$ cat src/rtl/mtl_timing_gen_param.sv
`default_nettype none
// +--------------------------------------------------------------------------+
// | Module   : mtl_timing_gen_param                                          |
// | Purpose  : Parametrised MTL LCD timing generator and pixel-path mux.     |
// | Revision : 1.0 - initial release                                         |
// +--------------------------------------------------------------------------+
module mtl_timing_gen_param #(
  parameter int          H_ACTIVE      = 800,
  parameter int          H_BLANK       = 46,
  parameter int          H_FP          = 210,
  parameter int          H_SYNC        = 1,
  parameter int          V_ACTIVE      = 480,
  parameter int          V_BLANK       = 23,
  parameter int          V_FP          = 22,
  parameter int          V_SYNC        = 1,
  parameter int          CW            = 8,
  parameter int          FETCH_LAT     = 1,
  parameter int          FRAME_W       = 16,
  parameter logic [23:0] UNDERFLOW_RGB = 24'hFF00FF
) (
  input  logic                iCLK,
  input  logic                iRST,
  input  logic [1:0]          iMODE,
  input  logic [3*CW-1:0]     iSOLID,
  input  logic [3*CW-1:0]     iDATA,
  input  logic                iDATA_VALID,
  input  logic [3*CW-1:0]     iOVL,
  input  logic                iOVL_KEY,
  input  logic                iCLR_ERR,
  output logic                oREQ,
  output logic [10:0]         oX,
  output logic [9:0]          oY,
  output logic                oNewFrame,
  output logic                oEndFrame,
  output logic                oHD,
  output logic                oVD,
  output logic                oDE,
  output logic [CW-1:0]       oLCD_R,
  output logic [CW-1:0]       oLCD_G,
  output logic [CW-1:0]       oLCD_B,
  output logic                oUNDERFLOW,
  output logic [FRAME_W-1:0]  oFRAME_CNT
);

  localparam int c_h_total = H_BLANK + H_ACTIVE + H_FP;
  localparam int c_v_total = V_BLANK + V_ACTIVE + V_FP;
  // x needs headroom for the fetch-lead comparison x+FETCH_LAT
  localparam int c_xw = $clog2(c_h_total + FETCH_LAT);
  localparam int c_yw = $clog2(c_v_total);

  logic [c_xw-1:0]    r_x;
  logic [c_yw-1:0]    r_y;
  logic [1:0]         r_mode;
  logic               r_uf;
  logic [FRAME_W-1:0] r_frame_cnt;
  logic [3*CW-1:0]    r_s1_pix;
  logic               r_s1_de;
  logic               r_s1_hd;
  logic               r_s1_vd;

  logic               w_h_act;
  logic               w_v_act;
  logic               w_active;
  logic [c_xw-1:0]    w_x_lead;
  logic               w_req_col;
  logic               w_uf_evt;
  logic [2:0]         w_bar;
  logic [3*CW-1:0]    w_bar_rgb;
  logic [3*CW-1:0]    w_uf_rgb;
  logic [3*CW-1:0]    w_pix;

  assign w_h_act  = (r_x >= c_xw'(H_BLANK)) && (r_x < c_xw'(H_BLANK + H_ACTIVE));
  assign w_v_act  = (r_y >= c_yw'(V_BLANK)) && (r_y < c_yw'(V_BLANK + V_ACTIVE));
  assign w_active = w_h_act && w_v_act;

  assign w_x_lead  = r_x + c_xw'(FETCH_LAT);
  assign w_req_col = (w_x_lead >= c_xw'(H_BLANK)) && (w_x_lead < c_xw'(H_BLANK + H_ACTIVE));
  assign oREQ      = (r_mode == 2'd1) && w_v_act && w_req_col;

  assign oX = w_active ? 11'(r_x - c_xw'(H_BLANK)) : 11'd0;
  assign oY = w_active ? 10'(r_y - c_yw'(V_BLANK)) : 10'd0;

  assign oNewFrame = (r_x == '0) && (r_y == '0);
  assign oEndFrame = (r_x == c_xw'(H_BLANK + H_ACTIVE - 1)) &&
                     (r_y == c_yw'(V_BLANK + V_ACTIVE - 1));

  // Bar order white..black maps each channel to one inverted bit of the index
  assign w_bar     = 3'(({21'd0, oX} << 3) / 32'(H_ACTIVE));
  assign w_bar_rgb = {{CW{~w_bar[1]}}, {CW{~w_bar[2]}}, {CW{~w_bar[0]}}};

  generate
    if (CW <= 8) begin : g_uf_narrow
      assign w_uf_rgb = {UNDERFLOW_RGB[23 -: CW], UNDERFLOW_RGB[15 -: CW], UNDERFLOW_RGB[7 -: CW]};
    end else begin : g_uf_wide
      assign w_uf_rgb = {UNDERFLOW_RGB[23:16], {(CW-8){1'b0}},
                         UNDERFLOW_RGB[15:8],  {(CW-8){1'b0}},
                         UNDERFLOW_RGB[7:0],   {(CW-8){1'b0}}};
    end
  endgenerate

  assign w_uf_evt = w_active && (r_mode == 2'd1) && !iDATA_VALID;

  always_comb begin
    w_pix = '0;
    if (w_active) begin
      case (r_mode)
        2'd0:    w_pix = iSOLID;
        2'd1:    w_pix = iDATA_VALID ? iDATA : w_uf_rgb;
        2'd2:    w_pix = w_bar_rgb;
        default: w_pix = iOVL_KEY ? iSOLID : iOVL;
      endcase
    end
  end

  always_ff @(posedge iCLK or posedge iRST) begin
    if (iRST) begin
      r_x         <= '0;
      r_y         <= '0;
      r_mode      <= 2'd0;
      r_uf        <= 1'b0;
      r_frame_cnt <= '0;
      r_s1_pix    <= '0;
      r_s1_de     <= 1'b0;
      r_s1_hd     <= 1'b1;
      r_s1_vd     <= 1'b1;
      oDE         <= 1'b0;
      oHD         <= 1'b1;
      oVD         <= 1'b1;
      oLCD_R      <= '0;
      oLCD_G      <= '0;
      oLCD_B      <= '0;
    end else begin
      if (r_x == c_xw'(c_h_total - 1)) begin
        r_x <= '0;
        r_y <= (r_y == c_yw'(c_v_total - 1)) ? '0 : r_y + c_yw'(1);
      end else begin
        r_x <= r_x + c_xw'(1);
      end
      // Mode only changes on a frame boundary so a frame is never mixed
      if (oNewFrame) r_mode <= iMODE;
      if (w_uf_evt)      r_uf <= 1'b1;
      else if (iCLR_ERR) r_uf <= 1'b0;
      if (oEndFrame) r_frame_cnt <= r_frame_cnt + FRAME_W'(1);
      r_s1_pix <= w_pix;
      r_s1_de  <= w_active;
      r_s1_hd  <= (r_x >= c_xw'(H_SYNC));
      r_s1_vd  <= (r_y >= c_yw'(V_SYNC));
      oDE      <= r_s1_de;
      oHD      <= r_s1_hd;
      oVD      <= r_s1_vd;
      {oLCD_R, oLCD_G, oLCD_B} <= r_s1_pix;
    end
  end

  assign oUNDERFLOW = r_uf;
  assign oFRAME_CNT = r_frame_cnt;

endmodule
`default_nettype wire

$ cat config.mk
export PLATFORM = sky130hd
export DESIGN_NAME = mtl_timing_gen_param
export DESIGN_NICKNAME = d
export VERILOG_FILES = /design/src/rtl/mtl_timing_gen_param.sv
export SDC_FILE = /design/constraint.sdc
export NUM_CORES = 1
export LEC_CHECK = 0
export CAP_MARGIN = 20
export CELL_PAD_IN_SITES_DETAIL_PLACEMENT = 1
export CELL_PAD_IN_SITES_GLOBAL_PLACEMENT = 1
export CORE_MARGIN = 2
export CORE_UTILIZATION = 37
export CTS_CLUSTER_SIZE = 8
export DETAILED_ROUTE_END_ITERATION = 8
export HOLD_SLACK_MARGIN = 0.12
export PLACE_DENSITY_LB_ADDON = 0.1
export SLEW_MARGIN = 20
export SYNTH_ARGS = -nofsm -noshare
export SYNTH_HDL_FRONTEND = slang
export SYNTH_SLANG_ARGS = --single-unit
$ cat constraint.sdc
create_clock -name iCLK -period 5.1 [get_ports iCLK]
set_clock_uncertainty 0.15 [all_clocks]
set_input_delay 1.02 -clock iCLK [delete_from_list [all_inputs] [get_ports iCLK]]
set_output_delay 1.02 -clock iCLK [all_outputs]
set_load 0.01 [all_outputs]
==> out/metrics.csv, run 1 <==
stage;metric;value;unit
status;status;finished, final reports clean;
timing;final-hold-violation-count;0;
clocking;post_cts_buffers;0;
worst_setup_path;cp-end-kind;primary output;
floorplan;die_w;125;µm
timing;finalSetupViolCount;0;
drt;wirelength;17.3;mm
synth;syn_area_per_cell;9.52;µm²
clocking;root_buffer;clkbuf_16;
hold_path;min_path_type;flip-flop to flip-flop;
timing;timing.fmax;218;MHz
timing;min_period;4.59;ns
synth;synth-seq-cells;94;
timing;maxSlewHeadroom;39.8;%
clocking;clkTransAtPathRegs;0.07;ns
timing;worst_pin_slew;0.896;ns
finish;area_growth;34.9;%
clocking;cts-resized-gates;0;
grt;grt_max_degree;67;
synth;yosysMostFrequentCell;dfrtp_1;
synth;synth_area_leaders;dfrtp_1, nor2_1, xnor2_1;
finish;n_fill_cell;1602;
clocking;cts_num_sinks;94;
worst_setup_path;cp_common_cell;inv_1;
floorplan;dieArea;15700;µm²
finish;final_util;50.7;%
floorplan;start_util;37.6;%
worst_setup_path;cp.required;3.93;ns
floorplan;design.portCount;147;
synth;syn-cell-area;5440;µm²
timing;drv_slew;0;
finish;final_nets;789;
timing;fin_ws;0.506;ns
finish;final_cell_area;7340;µm²
synth;synthCells;572;
grt;grt_pass1_vias;5255;
clocking;tritoncts;built;
synth;yosys_warnings;0;
drt;postRouteAntennaNets;0;
worst_setup_path;cp_cell_sequence;ha_1, a21o_1, a31oi_1, o21ai_1, or3_2, inv_1, nand2b_1, inv_1, clkdlybuf4s50_1;
placement;pre_cts_slack;0.876;ns
grt;grt_pass1_wl;28.1;mm
timing;period_share;90.1;%
timing;tns;0;ns
power_and_ir_drop;cellPowerDensity;209;nW/µm²
synth;synth.top_cells.by_count;dfrtp_1, nor2_1, nand2_1, a21oi_1, xnor2_1;
grt;grt_util_all_layers;22.4;%
synth;synth_top_flop_cell;dfrtp_1;
placement;dp_cells;871;
worst_setup_path;max_stage_delay;0.62;ns
worst_setup_path;crit_arrival;3.42;ns
floorplan;die_h;125;µm
placement;gp_congestion;0.872;
grt;overflow;0;
floorplan;core-area;14500;µm²
synth;synth_edf_count;0;
placement;portBuffers;146;
power_and_ir_drop;power;1.53;mW
synth;synth_cell_types;66;
grt;antenna_found_initial;0;
drt;vias;4872;
synth;syn_nets;663;
worst_setup_path;cp_max_fo;12;
finish;layout-drive-gt1-share;6.83;%
worst_setup_path;crit_type;flip-flop to primary output;
finish;antennaDiodeCount;0;
synth;yosysTopAreaCellShare;41.4;%
finish;stdcell_count;887;
drt;drc;0;
clocking;ctsHoldBuffers;0;
drt;drtIter0Drc;250;
worst_setup_path;startpoint_type;flip-flop;
timing;rsz0062_at_grt;no;
clocking;cts_max_level;3;
clocking;clk_latency;0.35;ns
placement;hpwl;12.9;mm
flow_run;maxCapViolations;0;
synth;synthArstFlopShare;100;%
floorplan;rows;44;
worst_setup_path;critPathSlowestCell;or3_2;
drt;viasPerCell;5.49;
worst_setup_path;rrSetupSlack;0.86;ns
synth;synth_top_area_cell;dfrtp_1;
clocking;clockBufferDepth;2;
drt;wl_per_cell;19.5;µm
clocking;cts_buffers;9;
power_and_ir_drop;vdd_drop_max;0.144;mV
drt;drtPass1Iterations;4;
power_and_ir_drop;leakagePower;3.18;nW
synth;yosysSeqAreaShare;43.3;%
placement;dpl_cell_area;7050;µm²
timing;hold_ws;0.198;ns
[state kept, by name, summed over array words and instances (netlist names), 2 cells and up]
| name | count |
|---|---|
| r_y | 10 |
| oFRAME_CNT | 16 |
| oLCD_G | 8 |
| oLCD_B | 8 |
| oLCD_R | 8 |
| r_mode | 2 |
| r_x | 11 |
| r_s1_pix | 24 |
[placed cells by master (no fill, tap or decap), types with 7 or more instances in the layout]
cell	instances
a2111o_1	9
a211oi_1	14
a21oi_1	36
a221oi_1	7
and2_1	7
and3_1	11
buf_4	9
clkbuf_16	9
clkdlybuf4s50_1	146
dfrtp_1	90
ha_1	12
inv_1	12
mux2i_1	27
nand2_1	42
nand3_1	26
nand4_1	11
nor2_1	76
nor3_1	11
o21ai_0	9
xnor2_1	32
xor2_1	13
[critical path: cells and delay by family (launching register included)]
family / cells / cell delay (ns)
buf+inv: 3 / 1.04
simple gates: 2 / 0.80
compound gates: 3 / 0.51
flops: 1 / 0.42
fa+ha+maj: 1 / 0.28
[layer usage]
metal | part of all wire [%] | track usage, % | vias to the layer above
met4 | 1.9 | 8.17 | 0
li1 | - | - | 2303
met1 | 46 | 29.7 | 2432
met2 | 49 | 37.2 | 116
met5 | 0 | 0 | -
met3 | 3.2 | 3.34 | 21
[final timing paths]
| kind | end | from | cells past startpoint |
|---|---|---|---|
| max | oX[3] | r_y[0] | 9 |
| min | oLCD_G[6] | r_s1_pix[14] | 0 |
| max reg2reg | r_s1_pix[4] | r_y[0] | 12 |
| min reg2reg | oLCD_G[6] | r_s1_pix[14] | 0 |
| max in group asynchronous | r_s1_vd | iRST | 3 |
| min in group asynchronous | r_s1_pix[22] | iRST | 2 |
[area by class of cell]
cell class	count	area [µm²]	share of cell area (%)
clock inverters	4	31.3	0.426
inverters	13	51.3	0.699
well taps	184	230	3.14
repair buffers	155	1530	20.8
clock buffers	12	256	3.49
flip-flops and latches	94	2360	32.1
multi-input cells	425	2890	39.3
[where the power goes]
| part | total (mW) | internal (mW) | switching, mW | leakage, nW |
|---|---|---|---|---|
| clock network | 0.644 | 0.358 | 0.286 | 0.131 |
| registers | 0.749 | 0.746 | 0.00235 | 1.28 |
| logic | 0.142 | 0.0753 | 0.0665 | 1.76 |
| total | 1.53 | 1.18 | 0.354 | 3.18 |
[cells by family (layout without fill, tap and decap cells)]
logic type,count (synthesis),after routing,synth area share [%]
compound gates,121,121,17.6
mux,30,30,5.59
xor+xnor,46,46,7.75
flops,94,94,43.3
buf+inv,53,184,3.95
fa+ha+maj,12,12,2.76
simple gates,216,216,19.1
Power figures use the tool's default switching activity.
==> run 2, diff against run 1 <==
--- a/config.mk
+++ b/config.mk
@@ -5,6 +5,7 @@
 export SDC_FILE = /design/constraint.sdc
 export NUM_CORES = 1
 export LEC_CHECK = 0
+export ABC_CLOCK_PERIOD_IN_PS = 5100
 export CAP_MARGIN = 20
 export CELL_PAD_IN_SITES_DETAIL_PLACEMENT = 1
 export CELL_PAD_IN_SITES_GLOBAL_PLACEMENT = 1
@@ -13,7 +14,7 @@
 export CTS_CLUSTER_SIZE = 8
 export DETAILED_ROUTE_END_ITERATION = 8
 export HOLD_SLACK_MARGIN = 0.12
-export PLACE_DENSITY_LB_ADDON = 0.1
+export PLACE_DENSITY_LB_ADDON = 0.08
 export SLEW_MARGIN = 20
 export SYNTH_ARGS = -nofsm -noshare
 export SYNTH_HDL_FRONTEND = slang
==> run 2 against run 1 <==
Setup slack worse by 0.010 ns. Via count shrank 0.68%. Register-to-register slack lost 0.14 ns. Highest routed layer unchanged.
==> out/metrics.csv, run 2 (synthesis gave the netlist of run 1 again) <==
stage;metric;value;unit;change
drt;vias;4839;;was 4872
finish;layout-drive-gt1-share;6.97;%;was 6.83%
status;status;finished, final reports clean;;unchanged
clocking;cts-resized-gates;0;;unchanged
grt;antenna_found_initial;0;;unchanged
finish;top_register;r_s1_pix;;unchanged
floorplan;rows;44;;unchanged
drt;viasPerCell;5.46;;was 5.49
timing;finalSetupViolCount;0;;unchanged
worst_setup_path;cp.required;3.93;ns;about the same
worst_setup_path;crit_type;flip-flop to primary output;;unchanged
finish;final_nets;789;;unchanged
power_and_ir_drop;vdd_drop_max;0.173;mV;was 0.144 mV
finish;final_cell_mix;clkdlybuf4s50_1, dfrtp_1, nor2_1, nand2_1, a21oi_1;;unchanged
clocking;root_buffer;clkbuf_16;;unchanged
worst_setup_path;crit_arrival;3.43;ns;was 3.42 ns
floorplan;core-area;14500;µm²;unchanged
drt;postRouteAntennaNets;0;;unchanged
grt;grt_util_all_layers;22.6;%;was 22.4%
clocking;clkTransAtPathRegs;0.07;ns;about the same
placement;dpl_cell_area;7050;µm²;about the same
drt;drc;0;;unchanged
clocking;tritoncts;built;;unchanged
clocking;cts_buffers;9;;unchanged
timing;tns;0;ns;unchanged
clocking;cts_num_sinks;94;;unchanged
timing;period_share;90.3;%;was 90.1%
clocking;post_cts_buffers;0;;unchanged
hold_path;min_path_type;flip-flop to flip-flop;;unchanged
power_and_ir_drop;cellPowerDensity;229;nW/µm²;was 209 nW/µm²
finish;area_growth;36.0;%;was 34.9%
clocking;ctsHoldBuffers;0;;unchanged
clocking;cts_max_level;3;;unchanged
worst_setup_path;rrSetupSlack;0.72;ns;was 0.86 ns
worst_setup_path;startpoint_type;flip-flop;;unchanged
drt;wl_per_cell;19.5;µm;about the same
placement;hpwl;12.8;mm;was 12.9 mm
timing;min_period;4.60;ns;was 4.59 ns
clocking;clk_latency;0.35;ns;about the same
timing;maxSlewHeadroom;39.6;%;was 39.8%
drt;wirelength;17.3;mm;about the same
clocking;clockBufferDepth;2;;unchanged
power_and_ir_drop;leakagePower;3.22;nW;was 3.18 nW
drt;drtIter0Drc;161;;was 250
placement;gp_congestion;0.850;;was 0.872
timing;rsz0062_at_grt;no;;unchanged
floorplan;design.portCount;147;;unchanged
floorplan;die_h;125;µm;unchanged
timing;worst_pin_slew;0.897;ns;was 0.896 ns
floorplan;start_util;37.6;%;unchanged
worst_setup_path;cp_max_fo;12;;unchanged
finish;final_common_cell;clkdlybuf4s50_1;;unchanged
grt;grt_max_degree;75;;was 67
timing;timing.fmax;217;MHz;was 218 MHz
floorplan;dieArea;15700;µm²;unchanged
timing;drv_slew;0;;unchanged
grt;grt_pass1_wl;28.2;mm;was 28.1 mm
placement;portBuffers;146;;unchanged
grt;overflow;0;;unchanged
floorplan;die_w;125;µm;unchanged
timing;final-hold-violation-count;0;;unchanged
worst_setup_path;cp-end-kind;primary output;;unchanged
finish;largest_reg_flops;24;;unchanged
finish;final_cell_area;7400;µm²;was 7340 µm²
flow_run;maxCapViolations;0;;unchanged
drt;drtPass1Iterations;4;;unchanged
finish;antennaDiodeCount;0;;unchanged
grt;grt_pass1_vias;5179;;was 5255
run 2: changes by cell type in the layout (fill, tap and decap cells not counted):
cell / change
bufinv_16: +3
clkbuf_1: -1
clkinv_2: +1
nor4b_4: -1
clkinvlp_4: -3
clkinv_4: -1
nor4b_2: +1
inv_6: +1
run 2: area by class of cell:
class | instances | area (µm²)
timing repair buffer | 155 | 1530
clock inverter | 5 | 104
fill | 1621 | 7080
sequential | 94 | 2360
multi-input combinational | 425 | 2880
inverter | 13 | 51.3
clock buffer | 11 | 253
tap | 184 | 230
run 2: power by group:
part           switching [mW]  internal [mW]
Sequential            0.00249          0.746
Combinational          0.0666         0.0753
Clock                   0.295          0.507
run 2: stage by stage:
stage / cells / worst slack [ns] / hold slack, ns / utilization [%] / total power [mW]
after detailed placement: 871 / 0.806 / 0.187 / 48.7 / 0.905
final: 887 / 0.496 / 0.200 / 51.1 / 1.69
after CTS: 887 / 0.509 / 0.201 / 51.1 / 1.72
after global placement: 871 / 0.930 / 0.182 / 48.7 / 0.902
after floorplan: 572 / 1.42 / 0.181 / - / 0.820
after global routing: 887 / 0.301 / 0.202 / 51.1 / 1.76
run 2: final timing paths:
| kind | cells past startpoint | endpoint | startpoint |
|---|---|---|---|
| min | 0 | oDE | r_s1_de |
| max reg2reg | 12 | r_s1_pix[7] | r_x[1] |
| max | 9 | oX[3] | r_x[1] |
| max in group asynchronous | 3 | r_x[2] | iRST |
| min in group asynchronous | 2 | oLCD_G[5] | iRST |
| min reg2reg | 0 | oDE | r_s1_de |
run 2: critical path, cell delays in order (launching register included):
cell and delay, ns:
dfrtp_1 0.46, ha_1 0.33, a21o_1 0.25, nor2_1 0.11
o211ai_1 0.10, or3_2 0.57, inv_1 0.41, nand2b_1 0.19
inv_1 0.10, clkdlybuf4s50_1 0.54
run 2: routing by layer:
layer / vias to the layer above / GRT usage, % / part of all wire (%)
met1: 2426 / 29.5 / 45
met3: 11 / 3.25 / 3.2
met4: 0 / 6.41 / 1.2
met2: 102 / 39.2 / 51
li1: 2300 / - / -
met5: - / 0 / 0
==> run 3, diff against run 2 <==
--- a/config.mk
+++ b/config.mk
@@ -13,6 +13,7 @@
 export CORE_UTILIZATION = 37
 export CTS_CLUSTER_SIZE = 8
 export DETAILED_ROUTE_END_ITERATION = 8
+export GPL_TIMING_DRIVEN = 1
 export HOLD_SLACK_MARGIN = 0.12
 export PLACE_DENSITY_LB_ADDON = 0.08
 export SLEW_MARGIN = 20
==> results of run 3 <==
Final layout, timing and power as in run 2 (identical DEF).
